--- config.mk ---
export PLATFORM = sky130hd
export DESIGN_NAME = pilha_ctrl_flat
export DESIGN_NICKNAME = d
export VERILOG_FILES = /design/src/rtl/pilha_ctrl_if.sv /design/src/rtl/pilha_ctrl.sv /design/src/flat_wrapper.sv
export SDC_FILE = /design/constraint.sdc
export NUM_CORES = 1
export LEC_CHECK = 0
export CORE_ASPECT_RATIO = 1.5
export CORE_MARGIN = 1.5
export CORE_UTILIZATION = 50
export CTS_CLUSTER_SIZE = 16
export DETAILED_ROUTE_END_ITERATION = 8
export DONT_BUFFER_PORTS = 1
export PLACE_DENSITY = 0.62
export SLEW_MARGIN = 10
export SYNTH_ARGS = -nofsm -noshare
export SYNTH_HDL_FRONTEND = slang
export SYNTH_SLANG_ARGS = --single-unit
--- constraint.sdc ---
create_clock -name clk -period 2.7 [get_ports clk]
set_clock_uncertainty 0.1 [all_clocks]
set_input_delay 0.675 -clock clk [delete_from_list [all_inputs] [get_ports clk]]
set_output_delay 0.675 -clock clk [all_outputs]
set_load 0.05 [all_outputs]
--- src/rtl/pilha_ctrl_if.sv ---
// pilha_ctrl_if
// Groups the signals that run between the return-stack sequencer, the
// decoder/interrupt line, the stack instance and the fetch unit.
//   call_req/call_target/ret_addr  CALL request, destination and return address
//   ret_req/reti                   RET request, qualified as RETI when reti=1
//   irq_req/irq_vector             level interrupt request and handler address
//   stk_push/stk_pop/stk_dado      strobes and push data towards the stack
//   stk_topo                       stack top, valid the cycle after a pop
//   pc_load/pc_value               one-cycle PC redirect to the fetch unit
//   busy/irq_ack/in_isr            controller status
//   depth/overflow/underflow       entry count and sticky error flags
// slave is the sequencer's view, master is the surrounding logic's view.
interface pilha_ctrl_if #(
  parameter int LARGURA      = 11,
  parameter int PROFUNDIDADE = 7
);
  logic                  call_req;
  logic [LARGURA-1:0]    call_target;
  logic [LARGURA-1:0]    ret_addr;
  logic                  ret_req;
  logic                  reti;
  logic                  irq_req;
  logic [LARGURA-1:0]    irq_vector;
  logic                  stk_push;
  logic                  stk_pop;
  logic [LARGURA-1:0]    stk_dado;
  logic [LARGURA-1:0]    stk_topo;
  logic                  pc_load;
  logic [LARGURA-1:0]    pc_value;
  logic                  busy;
  logic                  irq_ack;
  logic                  in_isr;
  logic [PROFUNDIDADE:0] depth;
  logic                  overflow;
  logic                  underflow;

  modport slave (
    input  call_req, call_target, ret_addr, ret_req, reti,
           irq_req, irq_vector, stk_topo,
    output stk_push, stk_pop, stk_dado, pc_load, pc_value,
           busy, irq_ack, in_isr, depth, overflow, underflow
  );

  modport master (
    output call_req, call_target, ret_addr, ret_req, reti,
           irq_req, irq_vector, stk_topo,
    input  stk_push, stk_pop, stk_dado, pc_load, pc_value,
           busy, irq_ack, in_isr, depth, overflow, underflow
  );
endinterface

--- src/rtl/pilha_ctrl.sv ---
// pilha_ctrl
// Sequencer for the return-address stack. Arbitrates between interrupt
// entry, RET/RETI and CALL (in that priority), keeps track of the stack
// depth, issues push/pop strobes to the stack and produces the PC redirect.
//   clk    clock
//   reset  synchronous, active-high; also intended to reset the stack
//   bus    pilha_ctrl_if.slave carrying requests, stack and fetch signals
module pilha_ctrl #(
  parameter int LARGURA      = 11,
  parameter int PROFUNDIDADE = 7
) (
  input  logic        clk,
  input  logic        reset,
  pilha_ctrl_if.slave bus
);

  typedef enum logic [2:0] {IDLE, PUSH, POP, WAIT, LOAD} estado_t;

  localparam logic [PROFUNDIDADE:0] CHEIO = {1'b1, {PROFUNDIDADE{1'b0}}};
  localparam logic [PROFUNDIDADE:0] UM    = {{PROFUNDIDADE{1'b0}}, 1'b1};

  estado_t            state;
  logic [LARGURA-1:0] target;
  logic               op_irq;
  logic               op_reti;

  assign bus.busy = (state != IDLE);

  // Single FSM with all strobes registered. Strobes default low each cycle so
  // every strobe lasts exactly one cycle. A push/pop is launched on the accept
  // edge so the strobe and the new depth appear together in the next cycle.
  // For a RET, the stack presents the popped value during WAIT and it is
  // captured into pc_value at the end of WAIT.
  always_ff @(posedge clk) begin
    if (reset) begin
      state         <= IDLE;
      target        <= '0;
      op_irq        <= 1'b0;
      op_reti       <= 1'b0;
      bus.stk_push  <= 1'b0;
      bus.stk_pop   <= 1'b0;
      bus.stk_dado  <= '0;
      bus.pc_load   <= 1'b0;
      bus.pc_value  <= '0;
      bus.irq_ack   <= 1'b0;
      bus.in_isr    <= 1'b0;
      bus.depth     <= '0;
      bus.overflow  <= 1'b0;
      bus.underflow <= 1'b0;
    end else begin
      bus.stk_push <= 1'b0;
      bus.stk_pop  <= 1'b0;
      bus.pc_load  <= 1'b0;
      bus.irq_ack  <= 1'b0;
      case (state)
        IDLE: begin
          if (bus.irq_req && !bus.in_isr) begin
            if (bus.depth == CHEIO) begin
              bus.overflow <= 1'b1;
            end else begin
              bus.stk_dado <= bus.ret_addr;
              target       <= bus.irq_vector;
              op_irq       <= 1'b1;
              op_reti      <= 1'b0;
              bus.stk_push <= 1'b1;
              bus.irq_ack  <= 1'b1;
              bus.depth    <= bus.depth + UM;
              state        <= PUSH;
            end
          end else if (bus.ret_req) begin
            if (bus.depth == '0) begin
              bus.underflow <= 1'b1;
            end else begin
              op_irq      <= 1'b0;
              op_reti     <= bus.reti;
              bus.stk_pop <= 1'b1;
              bus.depth   <= bus.depth - UM;
              state       <= POP;
            end
          end else if (bus.call_req) begin
            if (bus.depth == CHEIO) begin
              bus.overflow <= 1'b1;
            end else begin
              bus.stk_dado <= bus.ret_addr;
              target       <= bus.call_target;
              op_irq       <= 1'b0;
              op_reti      <= 1'b0;
              bus.stk_push <= 1'b1;
              bus.depth    <= bus.depth + UM;
              state        <= PUSH;
            end
          end
        end
        PUSH: begin
          bus.pc_load  <= 1'b1;
          bus.pc_value <= target;
          state        <= LOAD;
        end
        POP: begin
          state <= WAIT;
        end
        WAIT: begin
          bus.pc_load  <= 1'b1;
          bus.pc_value <= bus.stk_topo;
          state        <= LOAD;
        end
        LOAD: begin
          // Handler state changes only once the redirect has been issued.
          if (op_irq)  bus.in_isr <= 1'b1;
          if (op_reti) bus.in_isr <= 1'b0;
          op_irq  <= 1'b0;
          op_reti <= 1'b0;
          state   <= IDLE;
        end
        default: state <= IDLE;
      endcase
    end
  end

endmodule
--- src/flat_wrapper.sv ---
// flat-port wrapper written by rule: the top's interface ports become plain ports
module pilha_ctrl_flat 
#(
  parameter int LARGURA      = 11,
  parameter int PROFUNDIDADE = 7
)
  (clk, reset, bus_call_req, bus_call_target, bus_ret_addr, bus_ret_req, bus_reti, bus_irq_req, bus_irq_vector, bus_stk_topo, bus_stk_push, bus_stk_pop, bus_stk_dado, bus_pc_load, bus_pc_value, bus_busy, bus_irq_ack, bus_in_isr, bus_depth, bus_overflow, bus_underflow);
  pilha_ctrl_if #(.LARGURA(LARGURA), .PROFUNDIDADE(PROFUNDIDADE)) bus_i ();
  input  logic clk;
  input  logic reset;
  input wire logic [$bits(bus_i.call_req)-1:0] bus_call_req;
  input wire logic [$bits(bus_i.call_target)-1:0] bus_call_target;
  input wire logic [$bits(bus_i.ret_addr)-1:0] bus_ret_addr;
  input wire logic [$bits(bus_i.ret_req)-1:0] bus_ret_req;
  input wire logic [$bits(bus_i.reti)-1:0] bus_reti;
  input wire logic [$bits(bus_i.irq_req)-1:0] bus_irq_req;
  input wire logic [$bits(bus_i.irq_vector)-1:0] bus_irq_vector;
  input wire logic [$bits(bus_i.stk_topo)-1:0] bus_stk_topo;
  output wire logic [$bits(bus_i.stk_push)-1:0] bus_stk_push;
  output wire logic [$bits(bus_i.stk_pop)-1:0] bus_stk_pop;
  output wire logic [$bits(bus_i.stk_dado)-1:0] bus_stk_dado;
  output wire logic [$bits(bus_i.pc_load)-1:0] bus_pc_load;
  output wire logic [$bits(bus_i.pc_value)-1:0] bus_pc_value;
  output wire logic [$bits(bus_i.busy)-1:0] bus_busy;
  output wire logic [$bits(bus_i.irq_ack)-1:0] bus_irq_ack;
  output wire logic [$bits(bus_i.in_isr)-1:0] bus_in_isr;
  output wire logic [$bits(bus_i.depth)-1:0] bus_depth;
  output wire logic [$bits(bus_i.overflow)-1:0] bus_overflow;
  output wire logic [$bits(bus_i.underflow)-1:0] bus_underflow;
  assign bus_i.call_req = bus_call_req;
  assign bus_i.call_target = bus_call_target;
  assign bus_i.ret_addr = bus_ret_addr;
  assign bus_i.ret_req = bus_ret_req;
  assign bus_i.reti = bus_reti;
  assign bus_i.irq_req = bus_irq_req;
  assign bus_i.irq_vector = bus_irq_vector;
  assign bus_i.stk_topo = bus_stk_topo;
  assign bus_stk_push = bus_i.stk_push;
  assign bus_stk_pop = bus_i.stk_pop;
  assign bus_stk_dado = bus_i.stk_dado;
  assign bus_pc_load = bus_i.pc_load;
  assign bus_pc_value = bus_i.pc_value;
  assign bus_busy = bus_i.busy;
  assign bus_irq_ack = bus_i.irq_ack;
  assign bus_in_isr = bus_i.in_isr;
  assign bus_depth = bus_i.depth;
  assign bus_overflow = bus_i.overflow;
  assign bus_underflow = bus_i.underflow;
  pilha_ctrl #(.LARGURA(LARGURA), .PROFUNDIDADE(PROFUNDIDADE)) u_core (.clk(clk), .reset(reset), .bus(bus_i));
endmodule
# Yosys cells after proc, flatten, opt, wreduce, memory -nomap -nowiden

Cells that the tools add are included.

Register bits: 53
Logic and storage cells: 99
RAM bits: 0
Input port bits: 50
Memories kept: 0
Bits in latches: 0
Bits in read-only memories: 0

Mux-type cells: 46
Reductions and logical operators: 22
$lt $le $gt $ge: 0
Divide/modulo/power cells: 0
$add $sub $neg: 2
Multiply operators: 0
Equal/unequal tests: 11
Shift operators: 0
Bitwise gates (word level): 4

Operators by type and width:

| kind                                                   | number |
|---|---|
| 2-to-1 mux 11 bit                                      | 9 |
| 2-to-1 mux 8 bit                                       | 5 |
| 2-to-1 mux 1 bit                                       | 23 |
| one-hot mux 11 bit (2 select lines)                    | 1 |
| 2-to-1 mux 3 bit                                       | 5 |
| one-hot mux 3 bit (3 select lines)                     | 1 |
| AND reduction 3 bit                                    | 3 |
| adder 8 x 1 -> 8 bit (second input constant)           | 1 |
| == test 8 bit (second input constant)                  | 1 |
| zero test 8 bit                                        | 1 |
| inequality test 4 x 3 -> 1 bit (second input constant) | 2 |
| AND reduction 4 bit                                    | 2 |
| nonzero test 2 bit                                     | 4 |
| subtractor 8 x 1 -> 8 bit (second input constant)      | 1 |
| == test 3 x 2 -> 1 bit (second input constant)         | 2 |
| inequality test 3 bit (second input constant)          | 2 |
| nonzero test 3 bit                                     | 2 |
| AND reduction 5 bit                                    | 1 |
| NOT 1 bit                                              | 4 |
| one-hot mux 1 bit (2 select lines)                     | 2 |
| AND reduction 2 bit                                    | 2 |
| OR reduction 2 bit                                     | 2 |
| OR reduction 4 bit                                     | 1 |
| == test 3 x 1 -> 1 bit (second input constant)         | 1 |
| other kinds (7)                                        | 7 |

# Depth between registers and ports, before layout

Gate-level depths: netlist of the first run.

Depth after elaboration: 6
Gate-level depth with buffers: 8
Gate-level depth less buffers: 7

# Worst setup path after synthesis of the first run

Ideal clock, no wire load.

Path type: register -> register
Start point: register u_core.bus.depth[1] (netlist name)
End point: register u_core.bus.depth[7] (netlist name)
Clock period less this slack: 2.394 ns
Setup time: 0.121 ns
Required time: 2.479 ns
Slack: 0.306 ns
Stages on the path, launching flop included: 9
Arrival time: 2.173 ns
Buffers on the path: 1
Path through: dfxtp_1 -> inv_1 -> ha_1 -> or4b_4 -> o22a_4 -> o21ai_4 -> buf_6 -> a21oi_2 -> mux2_4

Longest elaborated chain between the ends: 5
Elaborated cells on any way between the ends: 11
Those cells by class: 2 x add/sub; 2 x eq/ne; 5 x mux; 2 x reduce/logical

Ends and longest elaborated chain:

| what                                                         | line                               | text |
|---|---|---|
| start, declared                                              | pilha_ctrl_if.sv:41                | `busy, irq_ack, in_isr, depth, overflow, underflow` |
| start signal, assigned                                       | pilha_ctrl.sv:67                   | `bus.depth <= bus.depth + UM;` |
| start signal, assigned                                       | pilha_ctrl.sv:77                   | `bus.depth <= bus.depth - UM;` |
| start signal, assigned                                       | pilha_ctrl.sv:89                   | `bus.depth <= bus.depth + UM;` |
| adder 8 x 1 -> 8 bit / == test 8 bit (equally long branches) | n/a                                |  |
| 2-to-1 mux 8 bit                                             | pilha_ctrl.sv:58, pilha_ctrl.sv:81 |  |
| 2-to-1 mux 8 bit                                             | pilha_ctrl.sv:80                   | `end else if (bus.call_req) begin` |
| 2-to-1 mux 8 bit                                             | pilha_ctrl.sv:70                   | `end else if (bus.ret_req) begin` |
| 2-to-1 mux 8 bit                                             | pilha_ctrl.sv:57                   | `if (bus.irq_req && !bus.in_isr) begin` |

Parallel ways exist; a longest one is shown, timed or not. The select of a mux whose other input is x is not followed.
A chain may end at the register's enable or synchronous reset.

# Worst setup path after layout of the first run

Ends and elaborated chain as after synthesis.

==> flow_summary.json, run 1 <==
{
  "post-route-period-util_pct": 83.3,
  "vias": 2035,
  "report.final.slew_viol_count": 0,
  "grt_overflow": 0,
  "ctsResizeCount": 0,
  "port_buffers": 0,
  "slew_headroom_pct": 44.1,
  "crit_path_start_kind": "register",
  "synthFlopType": "dfxtp_1",
  "synth.distinct_cells": 44,
  "place_area_sq_um": 2520,
  "required_ns": 2.80,
  "setup_viol": 0,
  "fin_tns_setup_ns": 0,
  "min_period_ns": 2.25,
  "status": "complete, no violations",
  "antennaDiodeCount": 0,
  "vdd_drop_max_mv": 0.426,
  "ys_seq_area_share_pct": 43.8,
  "io-pin-count": 88,
  "wirelength_mm": 5.72,
  "fillers": 449,
  "antenna_found_initial": 0,
  "fmaxAchievable_mhz": 444,
  "layout-drive-gt1-share_pct": 12.3,
  "power_density_nw_per_um2": 956,
  "cts.sinks": 53,
  "cp.arrival_ns": 2.35,
  "hold_violations": 0,
  "yosys_register_bits": 53,
  "ys_warn_count": 0,
  "cp_max_fo": 11,
  "cts_tree": "built",
  "drc": 0,
  "final_common_cell": "dfxtp_1",
  "ctsHoldBuffers": 0,
  "ant_nets": 0,
  "grt_max_degree": 53,
  "rsz0062_at_grt": "false",
  "maxCapViolations": 0,
  "dp_hpwl_mm": 4.09,
  "clkSlewWorstSetupHoldPaths_ns": 0.10,
  "num_rows": 30,
  "rrSetupSlack_ns": 0.45,
  "clkLatencyLatePin_ns": 0.30,
  "initial_core_util_pct": 52.9,
  "gp_congestion": 0.852,
  "nNetsFinal": 343,
  "grt_use_total_pct": 21.7,
  "wire_per_inst_um": 16.1,
  "cp-end-kind": "register",
  "numCtsBuffers": 5,
  "synth_area_sq_um": 2420,
  "synth_edf_count": 0,
  "crit_type": "reg -> reg",
  "avgSynthCellArea_sq_um": 8.41,
  "final_area_sq_um": 2600,
  "die_y_um": 88.2,
  "worst_pin_slew_ns": 0.835,
  "drt_pass1_iterations": 4,
  "first_global_vias": 1931,
  "core_region_area_sq_um": 4580,
  "synthToLayoutAreaGrowth_pct": 7.55,
  "leakage_nw": 0.951,
  "root_buffer": "clkbuf_8",
  "cts_htree_levels": 2,
  "design.die.area_sq_um": 5280,
  "synth_nets": 340,
  "viasPerCell": 5.72,
  "hp-class": "in -> reg",
  "grt_pass1_wl_mm": 8.92,
  "final_cell_mix": "53 x dfxtp_1, 50 x nand2_1, 42 x nor2_1",
  "synthArstFlopShare_pct": 0,
  "drt_iter0_markers": 112,
  "die_w_um": 59.8,
  "cts_setup_buffers": 0,
  "synth_cells": 288,
  "cts.path.max_buffers": 2
}
-- routing by layer --
| metal | up-vias | GRT usage (%) | share of wire [%] |
|---|---|---|---|
| met5 | - | 0 | 0 |
| met4 | 0 | 7.27 | 1.4 |
| met3 | 6 | 6.43 | 7.2 |
| met2 | 60 | 38.0 | 52 |
| met1 | 947 | 24.7 | 39 |
| li1 | 1022 | - | - |
-- cells in the mapped netlist, types with 4 or more instances --
| library cell | count | share of area, % |
|---|---|---|
| dfxtp_1 | 53 | 44 |
| buf_2 | 4 | 0.83 |
| nand2_1 | 50 | 7.8 |
| a21oi_1 | 21 | 4.3 |
| inv_1 | 4 | 0.62 |
| nor3_1 | 4 | 0.83 |
| a311oi_1 | 12 | 4.3 |
| clkbuf_1 | 12 | 1.9 |
| a211oi_1 | 13 | 4.0 |
| a31oi_1 | 4 | 1.0 |
| mux2i_1 | 11 | 4.5 |
| nor2_1 | 42 | 6.5 |
| nand3_1 | 5 | 1.0 |
| o21ai_0 | 6 | 1.2 |
| nor2b_1 | 6 | 1.6 |
-- flip-flops by register name, indices dropped and copies added (netlist names), 3 cells and up --
signal and count:
u_core.bus.depth 8, u_core.bus.pc_value 11, u_core.bus.stk_dado 11, u_core.state 3
u_core.target 11
-- area by class of cell --
class                      count  area, sq um  area share [%]
multi-input combinational    209         1230            47.1
clock buffer                   6         72.6            2.79
sequential                    53         1060            40.7
timing repair buffer          18          135            5.19
tap                           64         80.1            3.08
clock inverter                 2         13.8           0.529
inverter                       4         15.0           0.577
-- power breakdown --
group / internal [mW] / switching, mW
registers: 0.922 / 0.342
logic: 0.299 / 0.484
clock network: 0.185 / 0.257
-- kinds of logic after synthesis --
family	synth area share, %
DFF	43.8
adders and majority gates	1.03
xor gates and xnor gates	1.09
and+or+nand+nor	23.0
buffers and inverters	5.63
muxes	5.17
AOI/OAI and AO/OA	20.3
-- worst max-delay path: stages, from the launching register on --
cell and delay [ns]:
dfxtp_1 0.32, inv_1 0.08, ha_1 0.25, or4b_4 0.51, o22a_4 0.25, o21ai_4 0.28, a21oi_2 0.06, mux2_4 0.30
-- through the flow --
step	power (mW)	hold slack (ns)	util, %	setup WS [ns]	std cells
after floorplan	1.92	0.321	-	0.306	288
after global placement	2.05	0.334	55.0	0.482	348
after detailed placement	2.07	0.345	55.0	0.457	348
after CTS	2.52	0.324	56.9	0.427	356
after global routing	2.64	0.316	56.9	0.190	356
final	2.49	0.332	56.9	0.450	356
-- final timing paths --
path	startpoint	to	cells after the start
min	reset	u_core.op_reti$_SDFFE_PP0P_	1
min reg2reg	u_core.op_reti$_SDFFE_PP0P_	u_core.bus.in_isr$_SDFFE_PP0P_	1
max	u_core.bus.depth[1]$_SDFFE_PP0P_	u_core.bus.depth[7]$_SDFFE_PP0P_	7
max reg2reg	u_core.bus.depth[1]$_SDFFE_PP0P_	u_core.bus.depth[7]$_SDFFE_PP0P_	7
Power figures use the tool's default switching activity.
==> run 2: changes to the inputs <==
--- a/config.mk
+++ b/config.mk
@@ -11,7 +11,7 @@
 export CTS_CLUSTER_SIZE = 16
 export DETAILED_ROUTE_END_ITERATION = 8
 export DONT_BUFFER_PORTS = 1
-export PLACE_DENSITY = 0.62
+export PLACE_DENSITY = 0.65
 export SLEW_MARGIN = 10
 export SYNTH_ARGS = -nofsm -noshare
 export SYNTH_HDL_FRONTEND = slang
==> constraint.sdc (replaced) <==
create_clock -name clk -period 2 [get_ports clk]
set_clock_uncertainty 0.1 [all_clocks]
set_input_delay 0.5 -clock clk [delete_from_list [all_inputs] [get_ports clk]]
set_output_delay 0.5 -clock clk [all_outputs]
set_load 0.05 [all_outputs]
==> flow_summary.json, run 2 (synthesis gave the netlist of run 1 again) <==
{
  "wire_per_inst_um": 16.1,
  "clockPowerShare_pct": 16.5,
  "fillers": 444,
  "drc": 0,
  "clkSlewWorstSetupHoldPaths_ns": 0.09,
  "initial_core_util_pct": 52.9,
  "drt_pass1_iterations": 5,
  "fmaxAchievable_mhz": 492,
  "power_density_nw_per_um2": 1290,
  "cts.sinks": 53,
  "cts_htree_levels": 2,
  "ant_nets": 0,
  "layout-drive-gt1-share_pct": 22.8,
  "setup_viol": 2,
  "min_period_ns": 2.03,
  "die_w_um": 59.8,
  "worst_pin_slew_ns": 0.539,
  "design.die.area_sq_um": 5280,
  "numCtsBuffers": 5,
  "fin_tns_setup_ns": -0.0367,
  "first_global_vias": 1911,
  "synthToLayoutAreaGrowth_pct": 16.0,
  "rrSetupSlack_ns": -0.03,
  "crit_type": "reg -> reg",
  "num_rows": 30,
  "antennaDiodeCount": 0,
  "vias": 2117,
  "report.final.slew_viol_count": 0,
  "io-pin-count": 88,
  "core_region_area_sq_um": 4580,
  "pwr-share-comb_pct": 36.4,
  "largestRegisters": "u_core.bus.pc_value (11), u_core.bus.stk_dado (11), u_core.target (11)",
  "leakage_nw": 1.04,
  "root_buffer": "clkbuf_8",
  "clkLatencyLatePin_ns": 0.30,
  "grt_max_degree": 53,
  "drt_iter0_markers": 108,
  "p_int_mw": 2.07,
  "maxCapViolations": 0,
  "slew_headroom_pct": 64.0,
  "pwr-share-seq_pct": 47.1,
  "final-seq-area_sq_um": 1080,
  "cp-end-kind": "register",
  "p_switching_mw": 1.56,
  "grt_pass1_wl_mm": 8.98,
  "die_y_um": 88.2,
  "crit-reg2reg-launch": "u_core.bus.depth[0]$_SDFFE_PP0P_",
  "cts.path.max_buffers": 2,
  "violations": "negative setup slack",
  "p_sw_share_pct": 42.9,
  "required_ns": 2.10,
  "grt_overflow": 0,
  "port_buffers": 0,
  "setup_slack_ns": -0.0339,
  "final_area_sq_um": 2810,
  "post-route-period-util_pct": 102,
  "power_mw": 3.63,
  "nNetsFinal": 358,
  "dpl_worst_slack_ns": -0.00173,
  "cts_tree": "built",
  "final_common_cell": "nand2_1",
  "gp_congestion": 0.886,
  "final_cell_mix": "50 x nand2_1, 45 x dfxtp_1, 41 x nor2_1",
  "ctsHoldBuffers": 0,
  "dp_hpwl_mm": 4.24,
  "place_area_sq_um": 2620,
  "viasPerCell": 5.71,
  "cp_max_fo": 8,
  "multiInputGateArea_sq_um": 1280,
  "hold_violations": 0,
  "min_from": "reset",
  "antenna_found_initial": 0,
  "hp-class": "in -> reg",
  "vdd_drop_max_mv": 0.754,
  "crit_start": "u_core.bus.depth[0]$_SDFFE_PP0P_",
  "cp.arrival_ns": 2.13,
  "fin_hold_ws_ns": 0.154,
  "status": "complete, but fails checks",
  "crit_path_start_kind": "register",
  "rsz0062_at_grt": "true",
  "grt_use_total_pct": 22.0,
  "wirelength_mm": 5.96
}
## run 2: changes by cell type in the layout (fill, tap and decap cells not counted), sizes merged
cell / delta
buf: +15
## run 2: per-layer routing
| layer | wire length, um | global-route usage (%) | up-vias |
|---|---|---|---|
| li1 | - | - | 1056 |
| met1 | 2250 | 24.8 | 958 |
| met2 | 3080 | 37.3 | 87 |
| met3 | 458 | 6.87 | 16 |
| met4 | 178 | 9.70 | 0 |
| met5 | 0 | 0 | - |
## run 2: timing repair
item,4_1_cts,5_1_grt
pin swaps,0,6
buffers inserted,3,5
resized for setup,1,11
hold endpoints to repair,0,0
setup endpoints to repair,2,29
## run 2: critical path, cell delays in order, from the launching register on
cell	delay, ns
dfxtp_4	0.36
inv_4	0.06
ha_4	0.12
or4b_4	0.46
o22a_4	0.22
o21ai_4	0.24
a21oi_2	0.06
mux2_4	0.29
## run 2: final cells by class
cell class	instances	share of cell area, %
clock inverter	2	0.490
inverter	4	0.713
tap	64	2.85
sequential	53	38.3
clock buffer	6	2.58
timing repair buffer	33	9.40
multi-input combinational	209	45.7
## run 2: final timing paths
check	depth (start not counted)	to
worst max-delay path	7	u_core.bus.depth[7]$_SDFFE_PP0P_
worst min-delay path	1	u_core.bus.depth[0]$_SDFFE_PP0P_
worst max register to register	7	u_core.bus.depth[7]$_SDFFE_PP0P_
worst min register to register	1	u_core.bus.in_isr$_SDFFE_PP0P_
## run 2: per-stage QoR
step | utilization, % | std cells
after floorplan | - | 288
after global placement | 57.2 | 355
after detailed placement | 57.2 | 355
after CTS | 59.6 | 366
after global routing | 61.3 | 371
final | 61.3 | 371
## run 2: power groups by stage
stage               Combinational (mW)  Sequential (mW)  Clock, mW
floorplan                        0.796             1.84          0
global route                      1.44             1.74      0.659
finish                            1.32             1.71      0.597
detailed placement                1.18             1.74          0
global placement                  1.17             1.73          0
CTS                               1.22             1.71      0.619
==> run 3: changes to the inputs <==
--- a/config.mk
+++ b/config.mk
@@ -12,7 +12,7 @@
 export DETAILED_ROUTE_END_ITERATION = 8
 export DONT_BUFFER_PORTS = 1
 export PLACE_DENSITY = 0.65
-export SLEW_MARGIN = 10
+export SLEW_MARGIN = 5
 export SYNTH_ARGS = -nofsm -noshare
 export SYNTH_HDL_FRONTEND = slang
 export SYNTH_SLANG_ARGS = --single-unit
==> results of run 3 <==
The final DEF is identical to that of run 2; final timing and power are the same.
